**src/rtl/pipe_ctrl.sv**
```systemverilog
// pipe_ctrl: MINAv2 hazard/stall controller producing stage enables, bubbles,
// PC write enable and a saturating stall-cycle counter.
package pipe_ctrl_pkg;
  typedef logic [4:0] regaddr_t;
endpackage

module pipe_ctrl
  import pipe_ctrl_pkg::*;
#(
  parameter int CNT_W = 16
) (
  input  logic             clk,
  input  logic             rst_n,
  input  regaddr_t         ra_addr_if_id,
  input  regaddr_t         rb_addr_if_id,
  input  logic             ra_used_if_id,
  input  logic             rb_used_if_id,
  input  regaddr_t         rd_addr_id_ex,
  input  logic             is_load_id_ex,
  input  logic             is_md_id_ex,
  input  logic             branch_taken_ex,
  input  logic             md_done,
  input  logic             dmem_req,
  input  logic             dmem_ack,
  input  logic             cnt_clr,
  output logic             pc_we,
  output logic             if_id_we,
  output logic             id_ex_we,
  output logic             ex_mem_we,
  output logic             mem_wb_we,
  output logic             if_id_flush,
  output logic             id_ex_flush,
  output logic             ex_mem_flush,
  output logic             mem_wb_flush,
  output logic             md_start,
  output logic [CNT_W-1:0] stall_cnt
);
  typedef enum logic [1:0] {RUN, MEM_WAIT, MD_WAIT} st_t;

  st_t              r_st, w_st_nxt;
  logic             r_md_seen, r_md_busy;
  logic [CNT_W-1:0] r_cnt;
  logic             w_mem, w_md_wait, w_lu, w_run;

  assign w_mem     = dmem_req & ~dmem_ack;
  assign w_md_wait = is_md_id_ex & ~(md_done | r_md_seen);
  assign w_lu      = is_load_id_ex & (|rd_addr_id_ex) &
                     ((ra_used_if_id & (ra_addr_if_id == rd_addr_id_ex)) |
                      (rb_used_if_id & (rb_addr_if_id == rd_addr_id_ex)));
  assign w_run     = rst_n & ~w_mem & ~w_md_wait;
  assign w_st_nxt  = w_mem ? MEM_WAIT : w_md_wait ? MD_WAIT : RUN;

  // A taken branch wins over a load-use stall; everything is held low during reset
  assign pc_we        = w_run & (branch_taken_ex | ~w_lu);
  assign if_id_we     = pc_we;
  assign id_ex_we     = w_run;
  assign ex_mem_we    = rst_n & ~w_mem;
  assign mem_wb_we    = rst_n;
  assign if_id_flush  = w_run & branch_taken_ex;
  assign id_ex_flush  = w_run & (branch_taken_ex | w_lu);
  assign ex_mem_flush = rst_n & ~w_mem & w_md_wait;
  assign mem_wb_flush = rst_n & w_mem;
  // r_md_busy remembers an issued start across a memory stall so it is never reissued
  assign md_start     = rst_n & ~w_mem & w_md_wait & (r_st != MD_WAIT) & ~r_md_busy;
  assign stall_cnt    = r_cnt;

  always_ff @(posedge clk or negedge rst_n) begin
    if (!rst_n) begin
      r_st      <= RUN;
      r_md_seen <= 1'b0;
      r_md_busy <= 1'b0;
      r_cnt     <= '0;
    end else begin
      r_st      <= w_st_nxt;
      r_md_seen <= is_md_id_ex & w_mem & (r_md_seen | md_done);
      r_md_busy <= is_md_id_ex & (w_mem | w_md_wait) & (r_md_busy | md_start);
      r_cnt     <= cnt_clr ? '0 : (~pc_we & ~&r_cnt) ? r_cnt + CNT_W'(1) : r_cnt;
    end
  end
endmodule
```
**config.mk**
```make
export PLATFORM = sky130hd
export DESIGN_NAME = pipe_ctrl
export DESIGN_NICKNAME = d
export VERILOG_FILES = /design/src/rtl/pipe_ctrl.sv
export SDC_FILE = /design/constraint.sdc
export NUM_CORES = 1
export LEC_CHECK = 0
export ABC_CLOCK_PERIOD_IN_PS = 2500
export BUFFER_PORTS_ARGS = -buffer_cell sky130_fd_sc_hd__buf_2
export CAP_MARGIN = 5
export CORE_ASPECT_RATIO = 1.75
export CORE_UTILIZATION = 47
export DETAILED_ROUTE_END_ITERATION = 6
export PLACE_DENSITY = 0.77
export SYNTH_ARGS = -nofsm -noshare
export SYNTH_HDL_FRONTEND = slang
export SYNTH_SLANG_ARGS = --single-unit
```
**constraint.sdc**
```tcl
create_clock -name clk -period 2.5 [get_ports clk]
set_input_delay 0.5 -clock clk [delete_from_list [all_inputs] [get_ports clk]]
set_output_delay 0.5 -clock clk [all_outputs]
set_load 0.02 [all_outputs]
```
== Yosys cells after proc, flatten, opt, wreduce, memory -nomap -nowiden ==
Index checks and enable logic that the tools add are counted.

* Bits of input ports: 26
* Register bits after elaboration: 20
* Output and inout bits: 26

* Add/subtract/negate cells: 1
* Bitwise gates (word level): 33
* Mux-type cells: 4
* Reduce and logical (&&, ||, !) cells: 4
* Equal/unequal tests: 3

{| class="wikitable"
|+ Operators with widths
! cell !! count
|-
| 16-bit 2-to-1 mux || 2
|-
| 1-bit AND || 20
|-
| 16-bit by 1-bit adder with 16-bit output (second input constant) || 1
|-
| 16-bit AND reduction || 1
|-
| 5-bit equality test || 2
|-
| 1-bit inverter || 7
|-
| 1-bit OR || 6
|-
| 5-bit OR reduction || 1
|-
| 2-bit 2-to-1 mux || 2
|-
| 2-bit != test (second input constant) || 1
|-
| 2-bit nonzero test || 1
|-
| 1-bit zero test || 1
|}

== Logic depth before layout (Yosys ltp) ==
* Word-level depth: 11
* Depth in mapped cells: 10
* Mapped depth without buffers: 7

== Worst setup path before layout ==
OpenSTA, ideal clock, no wires.

* Kind: register to register
* Start point: reg r_cnt[0], in the netlist stall_cnt[0]
* End point: reg r_cnt[5], in the netlist stall_cnt[5]
* Data required time: 2.423 ns
* Stages on the path, launching flop included: 9
* Path slack: 0.123 ns
* Data arrival time: 2.300 ns
* Cell sequence: dfrtp_1 > ha_1 > and4_1 > and4_1 > or3_1 > o21ba_1 > buf_6 > or4_1 > a21oi_1

* Cells in the longest elaborated chain, start to end: 4
* Elaborated cells on any way between the ends: 7

{| class="wikitable"
|+ RTL lines
! element !! line !! text
|-
| start, declared || 42 || <nowiki>logic [CNT_W-1:0] r_cnt;</nowiki>
|-
| start signal, assigned || 77 || <nowiki>r_cnt <= cnt_clr ? '0 : (~pc_we & ~&r_cnt) ? r_cnt + CNT_W'(1) : r_cnt;</nowiki>
|-
| parallel branches: the longest is 4 deep, another holds 16-bit by 1-bit adder with 16-bit output || - ||
|}

Several ways; the timed one is not identified. The select of a mux whose other input is x is not followed.
A chain may end at the register's enable or synchronous reset.

== Worst setup path in the final report ==
* Start point: reg r_cnt[0], in the netlist stall_cnt[0]
* End point: reg r_cnt[10], in the netlist stall_cnt[10]

Same word-level chain as after synthesis.

==> reports/results.ini <==
[floorplan]
die_w_um = 40.93
row_count = 24
die-area_um2 = 2869
fp.dieH_um = 70.12
core_area_um2 = 2492
ios = 52
start_util_pct = 50.00

[global_routing]
grtUsageTotal_pct = 24.12
overflow = 0
grt_pass1_wl_um = 4981
grt_max_degree = 17
grt_pass1_vias = 1218
antenna_found_initial = 0

[synth]
yosys_register_bits = 20
synth_edf_count = 0
synth.top_cell.area_share_pct = 40.16
synth_common_cells = 20 x dfrtp_1, 13 x a21oi_1, 10 x o21ai_0, 10 x or3_1
yosys-top-cells-area = dfrtp_1 40%, xor2_1 6.3%, a21oi_1 5.2%
synthFlopType = dfrtp_1
yosysTopAreaCell = dfrtp_1
yosys_warnings = 0
yosysSeqAreaShare_pct = 40.16
synth_most_common_cell = dfrtp_1
syn_inst = 138
synth_area_per_cell_um2 = 9.030
synth.distinct_cells = 37
ys_async_sr_fraction_pct = 100.0
syn-num-nets = 165
synthesis.area_um2 = 1246

[critical_path]
crit_chain = ha_1, and4_1, and4_1, or3_1, o21ba_2, buf_4, or4_1, a21oi_2
reg2reg_slack_ps = 150
r2r_start = stall_cnt[0]
cp.depth = 8
cpMostUsedCell = and4_1
worstSetupPathType = reg2reg
path_delay_family = simple AND/OR/NAND/NOR gates
cp.required_ps = 2680
cp.arrival_ps = 2530
slowest_delay_ps = 420
rr_worst_depth = 8
crit_path_start_kind = flop
startpoint = stall_cnt[0]
critPathCaptureType = flop
path_buf_inv = 1
slowest_stage = or4_1
cp_max_fo = 14

[sta]
fin_crit_ps = 2349
report.final.slew_viol_count = 0
worst_pin_slew_ps = 323.0
final.setup.worst_slack_ps = 151.1
setup_viol = 0
fmax_mhz = 425.7
slew_headroom_pct = 78.47
fin_skew_ps = 1.857
finalHoldViolations = 0
grt_setup_unrepaired = false
whs_ps = 181.2
period_share_pct = 93.96

[route]
drt_pass1_iterations = 4
routed_wl_um = 3139
drt_iter0_drc = 19
drtAntennaViolNets = 0
vias = 1246
wl_per_cell_um = 14.20
drc = 0
viasPerCell = 5.638

[layout]
area_growth_pct = 29.12
drive_above_1_share_pct = 35.90
nets = 223
fillCellCount = 220
utilization_pct = 64.56
design_area_um2 = 1609
antenna_cells = 0

[clock_network]
path_clk_slew_ps = 70
cts.sinks = 20
clockBufferDepth = 2
cts_buffers = 3
postCtsHoldBufs = 0
clk_latency_ps = 250
cts_root_buf = clkbuf_8
cts_tree = yes
cts_resized = 0
post_cts_buffers = 0
h-tree-depth = 1

[flow_run]
cap_violations = 0

[placed_design]
post-place-ws_ps = -36.60
hpwl_um = 2440
place.gp.congestion = 0.7980
place_area_um2 = 1544
port_buffers = 51

[power]
seqPwrFrac_pct = 46.3
pwr-share-clk_pct = 33.4
p_per_area_nw_per_um2 = 452.1
p_int_mw = 0.5344
p_leak_nw = 0.7920
p_switching_mw = 0.1930
peakVddDrop_mv = 0.3054
combPwrFrac_pct = 20.3
p_sw_share_pct = 26.53

[min_path]
hp-class = in2async

[run_status]
outcome = completed

path summary, 6_finish.rpt:
| path | endpoint |
|---|---|
| worst max-delay path | stall_cnt[10] |
| worst min-delay path | stall_cnt[2] |
| worst max register to register | stall_cnt[10] |
| worst min register to register | r_md_busy |
| max in group asynchronous | stall_cnt[8] |
| min in group clk | r_md_busy |
sequential cells by signal, summed over array words and instances, names as in the netlist:
signal     count
stall_cnt     16
r_st           2
r_md_busy      1
r_md_seen      1
cell families after synthesis:
logic type	after synthesis	synth area share, %
AND/OR/NAND/NOR	61	28.92
AO/OA/AOI/OAI	33	15.56
flip-flops	20	40.16
XOR/XNOR	11	7.732
buffers and inverters	11	5.822
multiplexers	1	0.8032
adder cells (fa/ha/maj)	1	1.004
per-layer routing:
layer	GRT usage, %	wire length (um)	vias to the layer above
met5	0	0	-
met4	9.630	42	0
met3	2.857	198	4
met2	43.75	1697	48
met1	24.68	1201	581
li1	-	-	613
power by group through the flow:
stage               Sequential, mW  Clock [mW]  Combinational (mW)
floorplan                    0.353           0              0.0715
global placement             0.342           0               0.142
detailed placement           0.343           0               0.146
CTS                          0.337       0.252               0.147
global route                 0.338       0.260               0.165
finish                       0.337       0.243               0.147
cell type report:
| type | instances | area, um2 | area share (%) |
|---|---|---|---|
| inverter | 4 | 15.01 | 0.9331 |
| multi-input combinational | 107 | 683.2 | 42.46 |
| sequential | 20 | 500.5 | 31.10 |
| tap | 26 | 32.53 | 2.022 |
| clock buffer | 4 | 55.05 | 3.421 |
| timing repair buffer | 60 | 322.8 | 20.06 |
layout by cell type (no fill, tap or decap), types with 4 or more instances in the layout:
master and instances:
buf_2 51, o31ai_1 4, and4_1 5, dfrtp_1 20, a21oi_1 12, inv_1 4, nand2_1 9, or3_1 10
buf_4 9, or4_1 5, o21ai_0 10, nand3_1 7, clkbuf_8 4, xor2_1 9, nor2_1 9
metrics by stage:
step	setup TNS, ps	total power, mW	std cells
4_1_cts	0	0.7348	221
2_1_floorplan	0	0.4241	138
3_5_place_dp	-36.60	0.4893	217
6_report	0	0.7274	221
3_3_place_gp	0	0.4840	217
5_1_grt	0	0.7631	221
Note: power is estimated with default switching activity, not from simulation.
